--- src/rtl/audiodac_fifo_mc_if.sv ---
// Bus bundle for the multi-channel audio DAC FIFO: writer handshake,
// modulator read strobe, status/level outputs and control inputs.
//
// Write handshake (4-phase req/ack): the writer raises fifo_rdy_i with
// fifo_data_i stable, the FIFO stores exactly one frame and raises
// fifo_ack_o, the writer drops fifo_rdy_i, and the FIFO then drops
// fifo_ack_o. While the FIFO is full the request simply waits unacknowledged.
interface audiodac_fifo_mc_if #(
  parameter int AUDIO_WIDTH = 16,
  parameter int NUM_CH      = 2,
  parameter int FIFO_SIZE   = 6
);
  logic [NUM_CH*AUDIO_WIDTH-1:0] fifo_data_i;
  logic                          fifo_rdy_i;
  logic                          fifo_ack_o;
  logic                          fifo_full_o;
  logic                          fifo_empty_o;
  logic                          fifo_afull_o;
  logic                          fifo_aempty_o;
  logic [FIFO_SIZE:0]            fifo_level_o;
  logic [NUM_CH*AUDIO_WIDTH-1:0] audio_data_o;
  logic                          audio_rd_i;
  logic [7:0]                    underrun_cnt_o;
  logic                          underrun_clr_i;
  logic                          fifo_flush_i;
  logic                          tst_fifo_loop_i;

  // FIFO side
  modport slave (
    input  fifo_data_i, fifo_rdy_i, audio_rd_i, underrun_clr_i,
           fifo_flush_i, tst_fifo_loop_i,
    output fifo_ack_o, fifo_full_o, fifo_empty_o, fifo_afull_o,
           fifo_aempty_o, fifo_level_o, audio_data_o, underrun_cnt_o
  );

  // Writer / modulator / control side
  modport master (
    output fifo_data_i, fifo_rdy_i, audio_rd_i, underrun_clr_i,
           fifo_flush_i, tst_fifo_loop_i,
    input  fifo_ack_o, fifo_full_o, fifo_empty_o, fifo_afull_o,
           fifo_aempty_o, fifo_level_o, audio_data_o, underrun_cnt_o
  );
endinterface

--- src/rtl/audiodac_fifo_mc.sv ---
// Multi-channel audio DAC FIFO. Frames arrive over a 4-phase req/ack
// handshake (optionally from another clock domain) and are consumed by the
// delta-sigma modulator read strobe. All 2^FIFO_SIZE slots are usable: the
// pointers carry one extra bit to tell full from empty. On underrun the last
// frame read is held on the output and an 8-bit saturating counter ticks.
module audiodac_fifo_mc #(
  parameter int AUDIO_WIDTH = 16,
  parameter int NUM_CH      = 2,
  parameter int FIFO_SIZE   = 6,
  parameter int FIFO_ASYNC  = 1,
  parameter int AFULL_LVL   = 48,
  parameter int AEMPTY_LVL  = 16
) (
  input logic                clk_i,
  input logic                rst_n_i,
  audiodac_fifo_mc_if.slave  bus
);
  localparam int DW    = NUM_CH * AUDIO_WIDTH;
  localparam int DEPTH = 1 << FIFO_SIZE;
  localparam int PW    = FIFO_SIZE + 1;

  localparam logic [AUDIO_WIDTH-1:0] MID      = {1'b1, {(AUDIO_WIDTH-1){1'b0}}};
  localparam logic [PW-1:0]          DEPTH_L  = PW'(DEPTH);
  localparam logic [PW-1:0]          AFULL_L  = PW'(AFULL_LVL);
  localparam logic [PW-1:0]          AEMPTY_L = PW'(AEMPTY_LVL);

  logic [DW-1:0] mem [DEPTH];
  logic [PW-1:0] wr_ptr;
  logic [PW-1:0] rd_ptr;
  logic [PW-1:0] level;
  logic          ack;
  logic          full;
  logic          empty;
  logic          rdy_s;
  logic [DW-1:0] data_s;
  logic          wr_en;
  logic          rd_en;
  logic          underrun_inc;
  logic [DW-1:0] hold;
  logic [DW-1:0] rd_data;
  logic [7:0]    underrun_cnt;

  // Request/data capture: two-flop synchroniser for an asynchronous writer,
  // straight through otherwise. Data travels in the same stage as rdy.
  generate
    if (FIFO_ASYNC != 0) begin : g_sync
      logic          rdy_d1;
      logic          rdy_d2;
      logic [DW-1:0] data_d1;
      logic [DW-1:0] data_d2;

      // Resynchronise request and frame into clk_i
      always_ff @(posedge clk_i or negedge rst_n_i) begin
        if (!rst_n_i) begin
          rdy_d1  <= 1'b0;
          rdy_d2  <= 1'b0;
          data_d1 <= '0;
          data_d2 <= '0;
        end else begin
          rdy_d1  <= bus.fifo_rdy_i;
          rdy_d2  <= rdy_d1;
          data_d1 <= bus.fifo_data_i;
          data_d2 <= data_d1;
        end
      end

      assign rdy_s  = rdy_d2;
      assign data_s = data_d2;
    end else begin : g_direct
      assign rdy_s  = bus.fifo_rdy_i;
      assign data_s = bus.fifo_data_i;
    end
  endgenerate

  // Level and flags, all derived from the pre-edge pointer difference
  always_comb begin
    level   = wr_ptr - rd_ptr;
    full    = (level == DEPTH_L);
    empty   = (level == '0);
    rd_data = mem[rd_ptr[FIFO_SIZE-1:0]];
    // One frame per request pulse: ack must fall before the next accept
    wr_en   = rdy_s && !ack && !full;
    // Flush and loop mode take the read pointer away from normal reads
    rd_en        = bus.audio_rd_i && !empty && !bus.fifo_flush_i && !bus.tst_fifo_loop_i;
    underrun_inc = bus.audio_rd_i && empty && !bus.fifo_flush_i && !bus.tst_fifo_loop_i;
  end

  // Write pointer and acknowledge
  always_ff @(posedge clk_i or negedge rst_n_i) begin
    if (!rst_n_i) begin
      wr_ptr <= '0;
      ack    <= 1'b0;
    end else if (!rdy_s) begin
      ack <= 1'b0;
    end else if (wr_en) begin
      wr_ptr <= wr_ptr + PW'(1);
      ack    <= 1'b1;
    end
  end

  // Frame storage, intentionally not reset
  always_ff @(posedge clk_i) begin
    if (wr_en) begin
      mem[wr_ptr[FIFO_SIZE-1:0]] <= data_s;
    end
  end

  // Read pointer and last-frame hold register; flush wins over reads
  always_ff @(posedge clk_i or negedge rst_n_i) begin
    if (!rst_n_i) begin
      rd_ptr <= '0;
      hold   <= {NUM_CH{MID}};
    end else if (bus.fifo_flush_i) begin
      rd_ptr <= wr_ptr;
    end else if (bus.tst_fifo_loop_i) begin
      if (bus.audio_rd_i) begin
        rd_ptr <= rd_ptr + PW'(1);
      end
    end else if (rd_en) begin
      rd_ptr <= rd_ptr + PW'(1);
      hold   <= rd_data;
    end
  end

  // Saturating underrun counter; clear beats a same-cycle increment
  always_ff @(posedge clk_i or negedge rst_n_i) begin
    if (!rst_n_i) begin
      underrun_cnt <= 8'd0;
    end else if (bus.underrun_clr_i) begin
      underrun_cnt <= 8'd0;
    end else if (underrun_inc && (underrun_cnt != 8'hFF)) begin
      underrun_cnt <= underrun_cnt + 8'd1;
    end
  end

  assign bus.fifo_ack_o     = ack;
  assign bus.fifo_full_o    = full;
  assign bus.fifo_empty_o   = empty;
  assign bus.fifo_afull_o   = (level >= AFULL_L);
  assign bus.fifo_aempty_o  = (level <= AEMPTY_L);
  assign bus.fifo_level_o   = level;
  assign bus.audio_data_o   = (empty && !bus.tst_fifo_loop_i) ? hold : rd_data;
  assign bus.underrun_cnt_o = underrun_cnt;
endmodule
--- src/flat_wrapper.sv ---
// flat-port wrapper written by rule: the top's interface ports become plain ports
module audiodac_fifo_mc_flat 
#(
  parameter int AUDIO_WIDTH = 16,
  parameter int NUM_CH      = 2,
  parameter int FIFO_SIZE   = 6,
  parameter int FIFO_ASYNC  = 1,
  parameter int AFULL_LVL   = 48,
  parameter int AEMPTY_LVL  = 16
)
  (clk_i, rst_n_i, bus_fifo_data_i, bus_fifo_rdy_i, bus_audio_rd_i, bus_underrun_clr_i, bus_fifo_flush_i, bus_tst_fifo_loop_i, bus_fifo_ack_o, bus_fifo_full_o, bus_fifo_empty_o, bus_fifo_afull_o, bus_fifo_aempty_o, bus_fifo_level_o, bus_audio_data_o, bus_underrun_cnt_o);
  audiodac_fifo_mc_if #(.AUDIO_WIDTH(AUDIO_WIDTH), .NUM_CH(NUM_CH), .FIFO_SIZE(FIFO_SIZE)) bus_i ();
  input logic clk_i;
  input logic rst_n_i;
  input wire logic [$bits(bus_i.fifo_data_i)-1:0] bus_fifo_data_i;
  input wire logic [$bits(bus_i.fifo_rdy_i)-1:0] bus_fifo_rdy_i;
  input wire logic [$bits(bus_i.audio_rd_i)-1:0] bus_audio_rd_i;
  input wire logic [$bits(bus_i.underrun_clr_i)-1:0] bus_underrun_clr_i;
  input wire logic [$bits(bus_i.fifo_flush_i)-1:0] bus_fifo_flush_i;
  input wire logic [$bits(bus_i.tst_fifo_loop_i)-1:0] bus_tst_fifo_loop_i;
  output wire logic [$bits(bus_i.fifo_ack_o)-1:0] bus_fifo_ack_o;
  output wire logic [$bits(bus_i.fifo_full_o)-1:0] bus_fifo_full_o;
  output wire logic [$bits(bus_i.fifo_empty_o)-1:0] bus_fifo_empty_o;
  output wire logic [$bits(bus_i.fifo_afull_o)-1:0] bus_fifo_afull_o;
  output wire logic [$bits(bus_i.fifo_aempty_o)-1:0] bus_fifo_aempty_o;
  output wire logic [$bits(bus_i.fifo_level_o)-1:0] bus_fifo_level_o;
  output wire logic [$bits(bus_i.audio_data_o)-1:0] bus_audio_data_o;
  output wire logic [$bits(bus_i.underrun_cnt_o)-1:0] bus_underrun_cnt_o;
  assign bus_i.fifo_data_i = bus_fifo_data_i;
  assign bus_i.fifo_rdy_i = bus_fifo_rdy_i;
  assign bus_i.audio_rd_i = bus_audio_rd_i;
  assign bus_i.underrun_clr_i = bus_underrun_clr_i;
  assign bus_i.fifo_flush_i = bus_fifo_flush_i;
  assign bus_i.tst_fifo_loop_i = bus_tst_fifo_loop_i;
  assign bus_fifo_ack_o = bus_i.fifo_ack_o;
  assign bus_fifo_full_o = bus_i.fifo_full_o;
  assign bus_fifo_empty_o = bus_i.fifo_empty_o;
  assign bus_fifo_afull_o = bus_i.fifo_afull_o;
  assign bus_fifo_aempty_o = bus_i.fifo_aempty_o;
  assign bus_fifo_level_o = bus_i.fifo_level_o;
  assign bus_audio_data_o = bus_i.audio_data_o;
  assign bus_underrun_cnt_o = bus_i.underrun_cnt_o;
  audiodac_fifo_mc #(.AUDIO_WIDTH(AUDIO_WIDTH), .NUM_CH(NUM_CH), .FIFO_SIZE(FIFO_SIZE), .FIFO_ASYNC(FIFO_ASYNC), .AFULL_LVL(AFULL_LVL), .AEMPTY_LVL(AEMPTY_LVL)) u_core (.clk_i(clk_i), .rst_n_i(rst_n_i), .bus(bus_i));
endmodule
--- config.mk ---
export PLATFORM = sky130hd
export DESIGN_NAME = audiodac_fifo_mc_flat
export DESIGN_NICKNAME = d
export VERILOG_FILES = /design/src/rtl/audiodac_fifo_mc_if.sv /design/src/rtl/audiodac_fifo_mc.sv /design/src/flat_wrapper.sv
export SDC_FILE = /design/constraint.sdc
export NUM_CORES = 2
export LEC_CHECK = 0
export CAP_MARGIN = 15
export CORE_MARGIN = 2
export CORE_UTILIZATION = 40
export CTS_CLUSTER_DIAMETER = 100
export DETAILED_ROUTE_END_ITERATION = 10
export PLACE_DENSITY_LB_ADDON = 0.08
export SLEW_MARGIN = 40
export SYNTH_ARGS = -nofsm -noshare
export SYNTH_HDL_FRONTEND = slang
export SYNTH_SLANG_ARGS = --single-unit
--- constraint.sdc ---
create_clock -name clk_i -period 4.5 [get_ports clk_i]
set_input_delay 0.45 -clock clk_i [delete_from_list [all_inputs] [get_ports clk_i]]
set_output_delay 0.45 -clock clk_i [all_outputs]
set_load 0.01 [all_outputs]
==> flow_summary_export.csv <==
group,metric,value,unit
logic_synthesis,netlist.area_leader.share,74.40,%
clock_network,cts_root_buf,"clkbuf_16",
logic_synthesis,async_flop_share,5.579,%
sta,finalSetupViolCount,1,
critical_path,worst-r2r-cell-count,15,
global_route,track_usage,23.12,%
final_layout,nNetsFinal,4524,
sta,setup_tns,-0.008625,ns
critical_path,worstPathMaxFanout,14,
sta,skew,0.02910,ns
logic_synthesis,synthFlopType,"edfxtp_1",
logic_synthesis,ys_seq_elements,2169,
logic_synthesis,syn_nets,3964,
sta,fin_crit_sh,100.2,%
final_layout,stdcell_count,7359,
clock_network,cts.sinks,2169,
power,static-leakage-power,0.03262,uW
floorplan,die_area,0.2103,mm^2
placed_design,dp_cells,6788,
sta,fin_crit,4.509,ns
hold_path,hp-class,"in2reg",
logic_synthesis,yosys-top-cells-area,"edfxtp_1 74%, mux4_2 12%, dfrtp_1 3.6%",
sta,finalHoldViolCount,0,
outcome,violations,"negative setup slack",
final_layout,utilization,48.76,%
logic_synthesis,synth-seq-area-share,78.06,%
logic_synthesis,synth-edff-count,2048,
global_route,grt.overflow.total,0,
global_route,grt_start_max_net_pins,80,
power,ir_worst_vdd,387.7,uV
placed_design,dp_hpwl,137.5,mm
clock_network,cts_tree,"done",
critical_path,start_kind,"flip-flop",
floorplan,die_w,458.6,um
logic_synthesis,ys_types,59,
clock_network,insertion_delay,0.86,ns
clock_network,cts_made_buffers,223,
sta,drv_slew,0,
floorplan,initial_core_util,40.32,%
sta,worstMarginPinSlew,0.8994,ns
floorplan,core_area,0.2050,mm^2
critical_path,critPathCaptureType,"output pin",
critical_path,crit_type,"reg2out",
global_route,grt_pass1_wl,337.1,mm
routing,detail-route-antenna-nets,0,
clock_network,cts_max_level,4,
critical_path,worst_path_max_delay_cell,"dfrtp_4",
final_layout,drive_gt1_share,31.16,%
sta,fmax,221.8,MHz
routing,via_count,41730,
critical_path,slowest_delay,0.54,ns
critical_path,crit_required,4.05,ns
sta,rsz0062_at_grt,"true",
critical_path,critPathArrivalTime,4.06,ns
global_route,antenna_found_initial,8,
floorplan,io_pins,91,
hold_path,holdPathStages,1,
logic_synthesis,synth_area_leader_cell,"edfxtp_1",
logic_synthesis,synth_cells,3915,
global_route,grt_pass1_vias,42250,
routing,routedWlPerCell,33.18,um
logic_synthesis,yosys_warnings,0,
power,p_per_area,608.4,mW/mm^2
routing,dr.pass1.iters,5,
run,maxCapViolCount,0,
floorplan,num_rows,166,
final_layout,syn_to_final_growth,20.93,%
routing,drc_errors,0,
routing,drt_iter0_drc,4379,
placed_design,place.gp.congestion,0.7995,
floorplan,die_y,458.6,um
routing,vias_per_cell,5.671,
sta,slew_headroom,39.78,%
clock_network,clk_pin_slew_worst_paths,0.06,ns
clock_network,cts_max_path_buffers,3,
routing,totalWireLength,244.2,mm
placed_design,numPortBuffers,90,
logic_synthesis,avgSynthCellArea,21.11,um^2
logic_synthesis,syn_area,0.08266,mm^2
critical_path,path_cells,"buf_16 -> buf_16 -> mux4_2 -> a221oi_2 -> o21ai_0 -> buf_4 -> a22oi_1 -> buf_4 -> a21oi_1 -> clkdlybuf4s50_1",
sta,fin_ws,-0.008625,ns
outcome,outcome,"finished, violations left",
synth_stat cells, types with 21 or more instances:
master / number
a22oi_1: 58
o21ai_0: 104
mux2i_1: 267
clkbuf_1: 115
o211ai_1: 26
dfrtp_1: 119
a221oi_1: 80
buf_1: 22
mux4_2: 424
nand2_1: 106
a22o_1: 36
nor2_1: 131
edfxtp_1: 2048
a31oi_1: 21
buf_2: 67
a21oi_1: 100
nand3_1: 43
cell usage in the layout, fill, tap and decap left out, types with 21 or more instances in the layout:
cell / netlist / final
edfxtp_1: 2048 / 2048
mux4_2: 424 / 424
buf_4: 9 / 308
mux2i_1: 267 / 253
clkbuf_16: 0 / 228
nand2_1: 106 / 105
o21ai_0: 104 / 86
dfrtp_1: 119 / 82
a21oi_1: 100 / 73
nor2_4: 0 / 72
clkinv_1: 0 / 62
buf_12: 0 / 59
clkdlybuf4s50_1: 0 / 57
a22oi_1: 58 / 53
nor2_1: 131 / 45
clkbuf_1: 115 / 45
nand3_1: 43 / 43
clkinv_2: 0 / 36
buf_16: 0 / 35
a221oi_2: 0 / 34
a22o_1: 36 / 32
dlygate4sd3_1: 0 / 32
a221oi_1: 80 / 31
dfrtp_2: 0 / 30
o211ai_1: 26 / 26
a21oi_2: 0 / 21
cell families (layout without fill, tap and decap cells):
family | count (synthesis) | in the layout | share of synthesized area, %
muxes | 693 | 693 | 14.81
AOI/OAI and AO/OA | 469 | 469 | 3.796
buffers and inverters | 230 | 981 | 1.223
xor gates and xnor gates | 14 | 14 | 0.1483
other | 0 | 5 | 0
adders and majority gates | 10 | 10 | 0.1604
DFF | 2169 | 2169 | 78.06
and+or+nand+nor | 330 | 330 | 1.797
metal layers:
| layer | routed length (um) | vias up | share of wire, % | global-route usage (%) |
|---|---|---|---|---|
| li1 | - | 17550 | - | - |
| met1 | 104500 | 22690 | 43 | 31.83 |
| met2 | 119300 | 1200 | 49 | 37.87 |
| met3 | 14340 | 285 | 5.9 | 4.422 |
| met4 | 6056 | 0 | 2.5 | 5.971 |
| met5 | 0 | - | 0 | 0 |
power breakdown:
group          switching [uW]  internal (uW)  leakage [uW]  total [uW]
Combinational           11000           8580       0.00925       19600
Clock                    7770          10500       0.00352       18300
Sequential                295          22600        0.0198       22900
Total                   19100          41700        0.0326       60800
cell type report:
cell class	count	area (um^2)
fill	16750	105000
tap	2688	3363
antenna	5	12.51
clock inverter	133	1194
multi-input combinational	1516	18700
clock buffer	283	6001
sequential	2169	64590
timing repair buffer	552	6041
inverter	13	57.56
per-stage QoR:
step / area [um^2] / total power (uW) / worst slack (ns) / hold WS [ns]
final: 99960 / 60810 / -0.008625 / 0.07884
after global routing: 99950 / 63020 / -0.2088 / 0.03359
after CTS: 99180 / 60950 / -0.2024 / 0.001834
after detailed placement: 89730 / 40730 / 0.03857 / 0.3346
after global placement: 89540 / 40690 / 0.08430 / 0.3329
after floorplan: 82670 / 32540 / -0.4567 / 0.1544
path summary, 6_finish.rpt:
path	start	to	slack, ns
max	u_core.rd_ptr[0]	bus_audio_data_o[7]	-0.009
min	bus_fifo_data_i[28]	u_core.g_sync.data_d1[28]	0.08
max reg2reg	u_core.rd_ptr[2]	u_core.mem[53][26]	0.53
min reg2reg	u_core.g_sync.data_d1[27]	u_core.data_s[27]	0.35
max in group asynchronous	rst_n_i	u_core.rd_ptr[0]	3.45
min in group asynchronous	rst_n_i	u_core.g_sync.data_d1[1]	0.13
worst max-delay path, delay by kind of cell, from the launching register on:
kind / cells / cell delay [ns]
buf+inv: 5 / 1.26
mux: 1 / 0.54
compound gates: 4 / 0.82
flops: 1 / 0.54
state kept, by name, indices dropped and copies added (netlist names):
signal and flops:
u_core.g_sync.rdy_d2 1, u_core.g_sync.data_d1 32, u_core.mem 2048, u_core.bus.fifo_ack_o 1
u_core.rd_ptr 7, u_core.wr_ptr 7, u_core.data_s 32, u_core.g_sync.rdy_d1 1
u_core.hold 32, u_core.bus.underrun_cnt_o 8
repair_timing:
action | in CTS | in global routing
setup endpoints to repair | 33 | 27
buffers inserted | 38 | 53
resized for setup | 273 | 66
endpoints found under the hold margin | 75 | 0
gates cloned | 22 | 1
pin swaps | 17 | 11
hold buffers | 32 | 0
(Power assumes the default switching activity.)
